**src/rtl/enm_wave_ctrl_pkg.sv**
```systemverilog
// Shared types and constants for the enemy wave controller and its arbiter.
package enm_pkg;

  localparam int unsigned HP_W    = 7;
  localparam int unsigned NUM_ENM = 4;

  // Defaults tied to the enemy motion phase thresholds below:
  // spawn HP must sit above PH1_THR so motion starts in phase 1.
  localparam int unsigned HP_INIT_DEF = 100;
  localparam int unsigned DMG_DEF     = 10;
  localparam int unsigned PH1_THR     = 80;
  localparam int unsigned PH2_THR     = 40;

  typedef enum logic [2:0] {
    ST_IDLE  = 3'd0,
    ST_SPAWN = 3'd1,
    ST_FIGHT = 3'd2,
    ST_CLEAR = 3'd3,
    ST_WIN   = 3'd4
  } enm_state_e;

  typedef logic [HP_W-1:0] hp_t;

  // Saturating HP decrement: never wraps below zero.
  function automatic hp_t hp_sat_sub(input hp_t hp, input hp_t dmg);
    return (hp <= dmg) ? '0 : hp_t'(hp - dmg);
  endfunction

endpackage

```
**src/rtl/enm_wave_ctrl_if.sv**
```systemverilog
// Game-side bus of the wave controller: start/hit in, HP/grant/status out.
interface enm_wave_ctrl_if;
  logic       start;
  logic [3:0] hit;
  logic [6:0] enmhp1;
  logic [6:0] enmhp2;
  logic [6:0] enmhp3;
  logic [6:0] enmhp4;
  logic [3:0] grant;
  logic [1:0] wave;
  logic       fighting;
  logic       wave_clear;
  logic       win;

  modport master (
    output start, hit,
    input  enmhp1, enmhp2, enmhp3, enmhp4, grant, wave, fighting, wave_clear, win
  );

  modport slave (
    input  start, hit,
    output enmhp1, enmhp2, enmhp3, enmhp4, grant, wave, fighting, wave_clear, win
  );
endinterface

```
**src/rtl/enm_wave_ctrl_rr_arb.sv**
```systemverilog
// 4-way round-robin arbiter; search starts at the index after the last grant.
module enm_rr_arb
  import enm_pkg::*;
(
  input  logic               clk22,
  input  logic               rst,
  input  logic [NUM_ENM-1:0] req,
  input  logic               adv,
  output logic [NUM_ENM-1:0] gnt
);

  logic [1:0] ptr_q, ptr_d;
  logic [1:0] idx;
  logic [1:0] win_idx;
  logic       found;

  // Pick the first requester at or after the pointer; move pointer past it.
  always_comb begin
    gnt     = '0;
    found   = 1'b0;
    idx     = '0;
    win_idx = '0;
    for (int unsigned k = 0; k < NUM_ENM; k++) begin
      idx = ptr_q + 2'(k);
      if (!found && req[idx]) begin
        found   = 1'b1;
        win_idx = idx;
      end
    end
    if (found) begin
      gnt[win_idx] = 1'b1;
    end
    ptr_d = ptr_q;
    if (adv && found) begin
      ptr_d = win_idx + 2'd1;
    end
  end

  // Pointer register.
  always_ff @(posedge clk22) begin
    if (rst) begin
      ptr_q <= '0;
    end else begin
      ptr_q <= ptr_d;
    end
  end

endmodule

```
**src/rtl/enm_wave_ctrl.sv**
```systemverilog
// Wave sequencer and hit-damage arbiter for the four enemies.
module enm_wave_ctrl
  import enm_pkg::*;
#(
  parameter int unsigned HP_INIT     = HP_INIT_DEF,
  parameter int unsigned DMG         = DMG_DEF,
  parameter int unsigned NUM_WAVES   = 3,
  parameter int unsigned CLEAR_DELAY = 64
) (
  input  logic            clk22,
  input  logic            rst,
  enm_wave_ctrl_if.slave  bus
);

  localparam int unsigned CNT_W    = (CLEAR_DELAY > 1) ? $clog2(CLEAR_DELAY) : 1;
  localparam hp_t         HP_INIT_V = hp_t'(HP_INIT);
  localparam hp_t         DMG_V     = hp_t'(DMG);

  enm_state_e                   state_q, state_d;
  logic [NUM_ENM-1:0][HP_W-1:0] hp_q, hp_d;
  logic [NUM_ENM-1:0]           pending_q, pending_d;
  logic [NUM_ENM-1:0]           grant_q, grant_d;
  logic [1:0]                   wave_q, wave_d;
  logic [CNT_W-1:0]             cnt_q, cnt_d;

  logic [NUM_ENM-1:0]           hp_nz;
  logic [NUM_ENM-1:0]           arb_req;
  logic [NUM_ENM-1:0]           gnt;
  logic                         in_fight;

  // Alive mask and arbiter request; only live, pending enemies compete in FIGHT.
  always_comb begin
    for (int unsigned i = 0; i < NUM_ENM; i++) begin
      hp_nz[i] = (hp_q[i] != '0);
    end
    in_fight = (state_q == ST_FIGHT);
    arb_req  = in_fight ? (pending_q & hp_nz) : '0;
  end

  enm_rr_arb u_arb (
    .clk22 (clk22),
    .rst   (rst),
    .req   (arb_req),
    .adv   (in_fight),
    .gnt   (gnt)
  );

  // Next-state, HP datapath, pending vector and clear-delay counter.
  always_comb begin
    state_d   = state_q;
    hp_d      = hp_q;
    pending_d = '0;
    grant_d   = '0;
    wave_d    = wave_q;
    cnt_d     = cnt_q;
    unique case (state_q)
      ST_IDLE: begin
        hp_d = '0;
        if (bus.start) begin
          state_d = ST_SPAWN;
          wave_d  = '0;
        end
      end
      ST_SPAWN: begin
        for (int unsigned i = 0; i < NUM_ENM; i++) begin
          hp_d[i] = HP_INIT_V;
        end
        state_d = ST_FIGHT;
      end
      ST_FIGHT: begin
        grant_d = gnt;
        // New hits are masked by post-grant HP so a killing hit never
        // leaves a stale pending bit that would block the wave clear.
        for (int unsigned i = 0; i < NUM_ENM; i++) begin
          if (gnt[i]) begin
            hp_d[i] = hp_sat_sub(hp_q[i], DMG_V);
          end
          pending_d[i] = ((pending_q[i] & ~gnt[i]) | bus.hit[i]) & (hp_d[i] != '0);
        end
        if (hp_nz == '0 && pending_q == '0) begin
          state_d = ST_CLEAR;
          cnt_d   = '0;
        end
      end
      ST_CLEAR: begin
        if (cnt_q == CNT_W'(CLEAR_DELAY - 1)) begin
          if (wave_q == 2'(NUM_WAVES - 1)) begin
            state_d = ST_WIN;
          end else begin
            wave_d  = wave_q + 2'd1;
            state_d = ST_SPAWN;
          end
        end else begin
          cnt_d = cnt_q + CNT_W'(1);
        end
      end
      ST_WIN: begin
        hp_d = '0;
        if (bus.start) begin
          state_d = ST_SPAWN;
          wave_d  = '0;
        end
      end
      default: begin
        state_d = ST_IDLE;
        hp_d    = '0;
      end
    endcase
  end

  // State registers with synchronous reset.
  always_ff @(posedge clk22) begin
    if (rst) begin
      state_q   <= ST_IDLE;
      hp_q      <= '0;
      pending_q <= '0;
      grant_q   <= '0;
      wave_q    <= '0;
      cnt_q     <= '0;
    end else begin
      state_q   <= state_d;
      hp_q      <= hp_d;
      pending_q <= pending_d;
      grant_q   <= grant_d;
      wave_q    <= wave_d;
      cnt_q     <= cnt_d;
    end
  end

  assign bus.enmhp1     = hp_q[0];
  assign bus.enmhp2     = hp_q[1];
  assign bus.enmhp3     = hp_q[2];
  assign bus.enmhp4     = hp_q[3];
  assign bus.grant      = grant_q;
  assign bus.wave       = wave_q;
  assign bus.fighting   = (state_q == ST_FIGHT);
  assign bus.wave_clear = (state_q == ST_CLEAR);
  assign bus.win        = (state_q == ST_WIN);

endmodule

```
**src/flat_wrapper.sv**
```systemverilog
// flat-port wrapper written by rule: the top's interface ports become plain ports
module enm_wave_ctrl_flat import enm_pkg::*;
#(
  parameter int unsigned HP_INIT     = HP_INIT_DEF,
  parameter int unsigned DMG         = DMG_DEF,
  parameter int unsigned NUM_WAVES   = 3,
  parameter int unsigned CLEAR_DELAY = 64
)
  (clk22, rst, bus_start, bus_hit, bus_enmhp1, bus_enmhp2, bus_enmhp3, bus_enmhp4, bus_grant, bus_wave, bus_fighting, bus_wave_clear, bus_win);
  enm_wave_ctrl_if bus_i ();
  input  logic clk22;
  input  logic rst;
  input wire logic [$bits(bus_i.start)-1:0] bus_start;
  input wire logic [$bits(bus_i.hit)-1:0] bus_hit;
  output wire logic [$bits(bus_i.enmhp1)-1:0] bus_enmhp1;
  output wire logic [$bits(bus_i.enmhp2)-1:0] bus_enmhp2;
  output wire logic [$bits(bus_i.enmhp3)-1:0] bus_enmhp3;
  output wire logic [$bits(bus_i.enmhp4)-1:0] bus_enmhp4;
  output wire logic [$bits(bus_i.grant)-1:0] bus_grant;
  output wire logic [$bits(bus_i.wave)-1:0] bus_wave;
  output wire logic [$bits(bus_i.fighting)-1:0] bus_fighting;
  output wire logic [$bits(bus_i.wave_clear)-1:0] bus_wave_clear;
  output wire logic [$bits(bus_i.win)-1:0] bus_win;
  assign bus_i.start = bus_start;
  assign bus_i.hit = bus_hit;
  assign bus_enmhp1 = bus_i.enmhp1;
  assign bus_enmhp2 = bus_i.enmhp2;
  assign bus_enmhp3 = bus_i.enmhp3;
  assign bus_enmhp4 = bus_i.enmhp4;
  assign bus_grant = bus_i.grant;
  assign bus_wave = bus_i.wave;
  assign bus_fighting = bus_i.fighting;
  assign bus_wave_clear = bus_i.wave_clear;
  assign bus_win = bus_i.win;
  enm_wave_ctrl #(.HP_INIT(HP_INIT), .DMG(DMG), .NUM_WAVES(NUM_WAVES), .CLEAR_DELAY(CLEAR_DELAY)) u_core (.clk22(clk22), .rst(rst), .bus(bus_i));
endmodule
```
**config.mk**
```make
export PLATFORM = sky130hd
export DESIGN_NAME = enm_wave_ctrl_flat
export DESIGN_NICKNAME = d
export VERILOG_FILES = /design/src/rtl/enm_wave_ctrl_pkg.sv /design/src/rtl/enm_wave_ctrl_if.sv /design/src/rtl/enm_wave_ctrl_rr_arb.sv /design/src/rtl/enm_wave_ctrl.sv /design/src/flat_wrapper.sv
export SDC_FILE = /design/constraint.sdc
export NUM_CORES = 1
export LEC_CHECK = 0
export CAP_MARGIN = 5
export CORE_MARGIN = 8
export CORE_UTILIZATION = 57
export CTS_BUF_LIST = sky130_fd_sc_hd__clkbuf_8
export DETAILED_ROUTE_END_ITERATION = 10
export GPL_TIMING_DRIVEN = 0
export PLACE_DENSITY = 0.92
export SLEW_MARGIN = 20
export SYNTH_ARGS = -nofsm -noshare
export SYNTH_HDL_FRONTEND = slang
export SYNTH_SLANG_ARGS = --single-unit
```
**constraint.sdc**
```tcl
create_clock -name clk22 -period 4.2 [get_ports clk22]
set_clock_uncertainty 0.15 [all_clocks]
set_input_delay 0.84 -clock clk22 [delete_from_list [all_inputs] [get_ports clk22]]
set_output_delay 0.84 -clock clk22 [all_outputs]
set_load 0.02 [all_outputs]
```
==> flow_results.org, run 1 <==
** Status
- Run status :: completed

** Clock tree
- Clock tree synthesis selected as its root buffer the cell clkbuf_8.
- After clock tree synthesis, the flow added hold-fix buffers numbering 0.
- TritonCTS clock tree :: done
- H-Tree Depth :: 2
- In this run the deepest clock path goes through 2 buffers.
- Number of buffers inserted by post-CTS setup repair :: 0
- Clock transition at path regs :: 0.10 ns
- Number of buffers added by the clock tree synthesis step :: 5
- The later pin in the worst-skew pair is clocked with a latency of 0.31 ns.
- Clock sinks :: 49
- The number of gates resized after CTS was 0.

** Synth
- Count of flip-flops with a built-in enable after synthesis :: 0
- Largest area contributor in the netlist :: dfxtp_1
- For this run, asynchronously set or reset flops after synthesis account for 0%.
- Gate count after technology mapping :: 403
- Most frequently used flop master after synthesis :: dfxtp_1
- In this run, synthesis produced a sequential element count of 49.
- The Yosys step of the flow raised 0 warnings.
- Summing every instance area after synthesis gives 3226 um^2.
- A synthesized cell averages 8.004 um^2.
- After synthesis, the cell types taking the most area are dfxtp_1 30%, o21ai_0 7.0%, a21oi_1 6.1%, nor2_1 5.8%, ha_1 3.9%.
- Netlist cell types :: 66
- After synthesis, flip-flops and latches occupy 30.41% of the total area.
- Synthesis produced a netlist with a net count of 420.
- The synthesized design devotes to its leading area cell type 30.41% of total area.

** Placement
- Number of cells in the design after placement :: 518
- The wire-length estimate of the detail-placed layout is 6637 um.
- Place WS :: 0.5529 ns
- Global placer's final weighted congestion :: 0.9225
- Port buffer count :: 43

** Hold path
- In this run the worst hold path is classified as reg -> reg.
- The worst hold path was traced through 2 stages.

** STA
- Setup TNS Final :: 0 ns
- After layout, the minimum clock period comes to 3.691 ns.
- Setup slack closes at 0.5085 ns.
- Maximum operating frequency :: 270.9 MHz
- Headroom to the max-slew limit came out at 43.91%.
- Final count of negative-setup-slack endpoints :: 0
- The final critical path takes up 87.89% of the cycle.
- The final count of hold timing violations is 0.
- Worst slew pin tran :: 0.8337 ns
- Final-report max-slew violation count :: 0
- Setup repair after global routing left no endpoint under its margin.

** Power and ir drop
- Peak supply drop :: 0.2162 mV
- Power Density :: 339.1 nW/um^2
- Net switching component of the power :: 0.4670 mW
- Switch share :: 35.59%
- The share of total power dissipated in the clock network is 27.4%.
- Per report_power, the sequential group accounts for 40.6% of the total.
- Combinational group share of total power :: 32.0%
- In this run the static leakage power is 1.457 nW.
- Power Internal :: 0.8450 mW

** Global route
- Total grt overflow :: 0
- Via count of the first global-routing pass :: 3241
- The first global-routing pass estimated 15280 um of wire.
- The initial antenna violation count is 0.
- Across every metal layer, demand over resource in global routing totals 21.60%.
- Entering global routing, the biggest net connects 16 pins.

** Worst setup path
- STA classifies the critical path startpoint as a flop.
- Master of the slowest instance on the critical path :: mux2_1
- Critical path fanouts, max :: 10
- STA puts the critical path data arrival time at 3.73 ns.
- The worst setup path is captured at a flop.
- Crit path kind :: reg -> reg
- Req. time, crit path :: 4.24 ns
- Setup slack of the most critical reg-to-reg path :: 0.51 ns
- Largest incremental delay on the critical path :: 0.39 ns
- Counting stages on the worst path, the most repeated cell is a21oi_1.
- For the worst flop-to-flop path, the logic depth is 15.
- Walking the worst path, the cells encountered are buf_6 > or3b_1 > buf_6 > a211oi_2 > buf_2 > a21oi_1 > o21ai_0 > a21oi_1 > inv_1 > ha_1 > o41ai_4 > nor4b_2 > mux2_1 > a21oi_1 > a311oi_2.

** Routing
- Drt initial violations :: 421
- The detailed router placed 3413 vias in this run.
- The first detailed-routing pass took 5 iterations.
- Residual antenna-violating net count after detailed routing :: 0
- After detailed routing, the number of vias per cell comes to 6.476.
- DR WL/cell :: 17.49 um
- For this run, design rule violations remaining after detail routing come to 0.
- For this block, the routed nets add up to 9217 um of wire.

** Layout
- Leaving out fill and tap cells, the most frequent cell in the layout is nor2_1.
- Share of cells above drive strength 1 :: 11.23%
- After the last flow step, the layout net total stands at 470.
- After filler insertion, the fill cell instance count of the layout stands at 449.
- From synthesis to final layout, the design area changed by 19.94%.
- Final standard cell count with taps included and fillers excluded :: 527
- Commonest cells after routing, fill and taps aside :: 50 x nor2_1, 49 x dfxtp_1, 45 x o21ai_0

** Die
- Overall die area :: 8322 um^2
- Floorplan die height :: 91.23 um
- For this configuration, the core starts out at a cell density of 58.94%.
- During I/O placement, the number of pins put on the boundary was 44.
- Area of the core region :: 5473 um^2
- Die outline width :: 91.23 um
- The initialized floorplan defines 27 standard-cell rows.

** Job
- Across the run, the number of max-cap violations was 0.
==> flip-flops by register name (all words and copies together), names as in the netlist <==
name,count
u_core.bus.grant,4
u_core.cnt_q,6
u_core.bus.enmhp1,7
u_core.bus.enmhp2,7
u_core.bus.enmhp3,7
u_core.state_q,3
u_core.u_arb.ptr_q,2
u_core.pending_q,4
u_core.bus.enmhp4,7
u_core.bus.wave,2
==> layer usage <==
layer / vias up / share of wire (%) / GRT usage (%)
li1: 1593 / - / -
met1: 1600 / 41 / 26.31
met2: 196 / 48 / 35.97
met3: 24 / 8.3 / 4.115
met4: 0 / 2.5 / 9.823
met5: - / 0 / 0
==> worst paths after layout <==
kind                                   from                                end
max          u_core.state_q[1]$_SDFFE_PP0P_  u_core.bus.enmhp3[6]$_SDFFE_PP0N_
min            u_core.cnt_q[1]$_SDFFE_PP0P_       u_core.cnt_q[1]$_SDFFE_PP0P_
max reg2reg  u_core.state_q[1]$_SDFFE_PP0P_  u_core.bus.enmhp3[6]$_SDFFE_PP0N_
min reg2reg    u_core.cnt_q[1]$_SDFFE_PP0P_       u_core.cnt_q[1]$_SDFFE_PP0P_
==> worst max-delay path: cells and delay by family (launching register included) <==
family                   cells  cell delay [ns]
AO/OA/AOI/OAI                7             1.06
buffers and inverters        4             0.75
AND/OR/NAND/NOR              2             0.63
multiplexers                 1             0.39
flip-flops                   1             0.35
adder cells (fa/ha/maj)      1             0.24
==> cells in the mapped netlist, drive strengths merged (8+ instances only) <==
library cell / number
inv: 25
nor3: 17
a21oi: 39
dfxtp: 49
nor2: 50
nor4: 9
nand2: 24
a211oi: 8
ha: 10
buf: 8
a31oi: 10
o21ai: 50
==> cell type report <==
cell class	instances	area, um^2	area share, %
Clock buffer	6	82.58	2.135
Inverter	26	97.59	2.523
Sequential cell	49	980.9	25.36
Timing Repair Buffer	43	430.4	11.13
Clock inverter	2	37.54	0.9702
Buffer	16	118.9	3.072
Tap cell	72	90.09	2.329
Multi-Input combinational cell	312	2028	52.43
Antenna cell	1	2.502	0.06468
==> cell families (layout without fill, tap and decap cells) <==
group / after synthesis / count (layout) / share of synthesized area (%)
fa+ha+maj: 10 / 10 / 3.879
simple gates: 146 / 146 / 23.24
other cells: 0 / 1 / 0
buf+inv: 42 / 93 / 6.710
mux: 6 / 6 / 2.444
compound gates: 146 / 146 / 32.23
xor+xnor: 4 / 4 / 1.086
flops: 49 / 49 / 30.41
==> power groups by stage <==
stage / logic, mW / clock network (mW) / registers, mW
2_1_floorplan: 0.255 / 0 / 0.557
3_3_place_gp: 0.395 / 0 / 0.541
3_5_place_dp: 0.409 / 0 / 0.542
4_1_cts: 0.411 / 0.364 / 0.532
5_1_grt: 0.452 / 0.378 / 0.539
6_report: 0.420 / 0.359 / 0.533
==> stage by stage <==
step                instance area [um^2]  utilization [%]  power (mW)  hold WS [ns]
floorplan                           3226                -      0.8130        0.2992
global placement                    3746            68.45      0.9355        0.3110
detailed placement                  3746            68.45      0.9514        0.3138
CTS                                 3866            70.64       1.308        0.3266
global route                        3866            70.64       1.368        0.3761
finish                              3869            70.69       1.312        0.3246
(Power assumes the default switching activity.)
==> inputs of run 2 (changes only) <==
--- a/config.mk
+++ b/config.mk
@@ -7,11 +7,12 @@
 export LEC_CHECK = 0
 export CAP_MARGIN = 5
 export CORE_MARGIN = 8
-export CORE_UTILIZATION = 57
+export CORE_UTILIZATION = 65
 export CTS_BUF_LIST = sky130_fd_sc_hd__clkbuf_8
 export DETAILED_ROUTE_END_ITERATION = 10
+export DONT_BUFFER_PORTS = 1
 export GPL_TIMING_DRIVEN = 0
-export PLACE_DENSITY = 0.92
+export PLACE_DENSITY = 0.91
 export SLEW_MARGIN = 20
 export SYNTH_ARGS = -nofsm -noshare
 export SYNTH_HDL_FRONTEND = slang
==> run 2 against run 1 <==
  * Wire length is 2.0% lower
  * Sequential share of layout area is 3.2 points higher
  * Critical path type unchanged
  * First-iteration DRC count is 2.6% lower
  * Critical path depth is 3 lower
  * Fmax is 6.7% lower
  * Largest power group unchanged
  * Register-to-register slack worse by 0.26 ns
==> flow_results.org, run 2 (same netlist as run 1, synthesis figures left out) <==
** Worst setup path
- The worst path required time was 4.24 ns (about the same).
- WP data arrival :: 3.99 ns (was 3.73 ns)
- The sort of element at the end of the critical path is a flop (unchanged).
- Crit path kind :: reg -> reg (unchanged)
- The maximum fanout count along the critical path came to 10 (unchanged).
- The critical path startpoint category is a flop (unchanged).

** Routing
- Residual antenna-violating net count after detailed routing :: 0 (unchanged)
- The number of vias in the routed layout was 3269 (was 3413).
- The number of DRC markers in iteration 0 was 410 (was 421).
- Remaining DRCs :: 0 (unchanged)
- Detailed Routing Iterations Pass 1 :: 8 (was 5)
- Final wirelength :: 9029 um (was 9217 um)
- The routed wirelength normalized by instance count came to 18.89 um (was 17.49 um).
- The detail-routed via count per cell was 6.839 (was 6.476).

** Clock tree
- The clock tree buffer depth is 2 (unchanged).
- Post-cts repair resize count :: 0 (unchanged)
- The later-pin clock latency in the skew report is 0.32 ns (was 0.31 ns).
- H-Tree Depth :: 2 (unchanged)
- The post-CTS setup-driven buffer insertion count is 0 (unchanged).
- Clock sinks :: 49 (unchanged)
- The total CTS buffers was 5 (unchanged).
- The master cell of the clock root buffer was clkbuf_8 (unchanged).
- Clock transition at path regs :: 0.10 ns (about the same)
- The TritonCTS clock tree is done (unchanged).
- The number of buffers inserted for hold repair after clock tree synthesis was 0 (unchanged).

** Power and ir drop
- Power consumption :: 1.265 mW (was 1.312 mW)
- The total leakage power was 1.306 nW (was 1.457 nW).
- The worst-case vdd ir drop was 0.3180 mV (was 0.2162 mV).
- The power density relative to cell area came to 368.9 nW/um^2 (was 339.1 nW/um^2).

** Die
- Die outline width :: 86.45 um (was 91.23 um)
- The number of primary I/O pins was 44 (unchanged).
- Initial cell density of the core :: 67.84% (was 58.94%)
- The total core area came to 4755 um^2 (was 5473 um^2).
- The chip height is 86.45 um (was 91.23 um).
- Overall die area :: 7473 um^2 (was 8322 um^2)
- Site row count :: 25 (was 27)

** Layout
- Final standard cell count with taps included and fillers excluded :: 478 (was 527)
- Number of nets in the layout :: 427 (was 470)
- Commonest cells after routing, fill and taps aside :: 50 x nor2_1, 49 x dfxtp_1, 45 x o21ai_0 (unchanged)
- Register cell area after layout :: 980.9 um^2 (unchanged)
- The final cell utilization of the core came to 72.13% (was 70.69%).
- Share of cells above drive strength 1 :: 12.41% (was 11.23%)
- Number of antenna diodes :: 0 (was 1)
- The most common cell after layout, fill and taps aside was nor2_1 (unchanged).
- The final-layout fill cell count is 393 (was 449).
- The multi-input gate area in the final layout came to 2028 um^2 (unchanged).
- Area growth from synthesis to layout :: 6.323% (was 19.94%)

** Global route
- The number of global-route vias before repair is 3048 (was 3241).
- All-Layer GR Usage :: 24.20% (was 21.60%)
- Total grt overflow :: 0 (unchanged)
- First-pass GRT wire length :: 14630 um (was 15280 um)
- Maximum number of pins on one net before global-route repair :: 16 (unchanged)
- Antenna violations before repair :: 0 (unchanged)

** Placement
- The placer congestion estimate is 0.9198 (was 0.9225).
- HPWL reported at the end of detailed placement :: 6388 um (was 6637 um)
- Port buffer count :: 0 (was 43)
- The post-place setup slack was 0.3606 ns (was 0.5529 ns).
- Number of cells in the design after placement :: 470 (was 518)

** STA
- Final count of negative-setup-slack endpoints :: 0 (unchanged)
- Worst slew pin tran :: 0.8342 ns (was 0.8337 ns)
- Final worst path period share :: 94.16% (was 87.89%)
- Post-layout min period :: 3.955 ns (was 3.691 ns)
- The number of pins with negative max-slew slack in the final report is 0 (unchanged).
- Setup WS post-layout :: 0.2454 ns (was 0.5085 ns)
- Relative slew margins :: 43.87% (was 43.91%)
- Maximum operating frequency :: 252.9 MHz (was 270.9 MHz)
- Number of failing hold endpoints at the final stage :: 0 (unchanged)
- The accumulated negative setup slack came to 0 ns (unchanged).
- RSZ-0062 raised after global routing: no (unchanged).

** Job
- Max-cap violations :: 0 (unchanged)

** Status
- Run status: completed (unchanged).

** Hold path
- Classification of the worst-slack hold path :: reg -> reg (unchanged)
[run 2: area by class of cell]
type	instances	share of cell area, %
buffer	16	3.466
clock buffer	6	2.408
clock inverter	2	1.094
inverter	26	2.846
multi-input combinational	312	59.14
sequential	49	28.60
tap	67	2.444
[run 2: power breakdown]
group          internal [mW]  total (mW)  switching (mW)
Combinational          0.120       0.343           0.223
Sequential             0.491       0.561          0.0701
Clock                  0.194       0.361           0.168
[run 2: final timing paths]
check	end	from	cells after the start	slack (ns)
min reg2reg	u_core.cnt_q[1]$_SDFFE_PP0P_	u_core.cnt_q[1]$_SDFFE_PP0P_	2	0.35
max reg2reg	u_core.pending_q[1]$_SDFF_PP0_	u_core.bus.enmhp3[0]$_SDFFE_PP0N_	12	0.25
min	u_core.cnt_q[1]$_SDFFE_PP0P_	u_core.cnt_q[1]$_SDFFE_PP0P_	2	0.35
max	u_core.pending_q[1]$_SDFF_PP0_	u_core.bus.enmhp3[0]$_SDFFE_PP0N_	12	0.25
[run 2: worst max-delay path, stage by stage, from the launching register on]
cell	delay [ns]
dfxtp_1	0.44
nor4_1	0.70
a211oi_2	0.21
buf_2	0.26
a21oi_1	0.19
o21ai_0	0.12
a21oi_1	0.36
ha_1	0.32
o41ai_4	0.14
nor3_1	0.28
mux2_4	0.34
nor3_2	0.20
a311oi_2	0.11
[run 2: layer usage]
metal / wire length, um / vias to the layer above / GRT usage [%]
met3: 1014 / 38 / 4.915
met5: 0 / - / 0
li1: - / 1497 / -
met2: 4298 / 221 / 40.76
met4: 327 / 0 / 12.68
met1: 3388 / 1513 / 28.17
[run 2: through the flow]
| stage | cell area [um^2] | hold WS [ns] |
|---|---|---|
| after floorplan | 3226 | 0.2992 |
| after global placement | 3309 | 0.3071 |
| after detailed placement | 3309 | 0.3432 |
| after CTS | 3430 | 0.3549 |
| after global routing | 3430 | 0.3812 |
| final | 3430 | 0.3479 |
==> inputs of run 3 (changes only) <==
--- a/config.mk
+++ b/config.mk
@@ -11,7 +11,9 @@
 export CTS_BUF_LIST = sky130_fd_sc_hd__clkbuf_8
 export DETAILED_ROUTE_END_ITERATION = 10
 export DONT_BUFFER_PORTS = 1
+export GPL_ROUTABILITY_DRIVEN = 0
 export GPL_TIMING_DRIVEN = 0
+export HOLD_SLACK_MARGIN = 0.02
 export PLACE_DENSITY = 0.91
 export SLEW_MARGIN = 20
 export SYNTH_ARGS = -nofsm -noshare
==> constraint.sdc (replaced) <==
create_clock -name clk22 -period 4.8 [get_ports clk22]
set_clock_uncertainty 0.15 [all_clocks]
set_input_delay 0.96 -clock clk22 [delete_from_list [all_inputs] [get_ports clk22]]
set_output_delay 0.96 -clock clk22 [all_outputs]
set_load 0.02 [all_outputs]
==> results of run 3 <==
The final DEF is identical to that of run 2. Status: completed.
Among the figures that moved: setup slack after placement 0.3606 ns -> 0.9606 ns; setup slack after layout 0.2454 ns -> 0.8454 ns; register-to-register setup slack 0.25 ns -> 0.85 ns; total power 1.265 mW -> 1.107 mW; worst IR drop on VDD 0.3180 mV -> 0.2783 mV
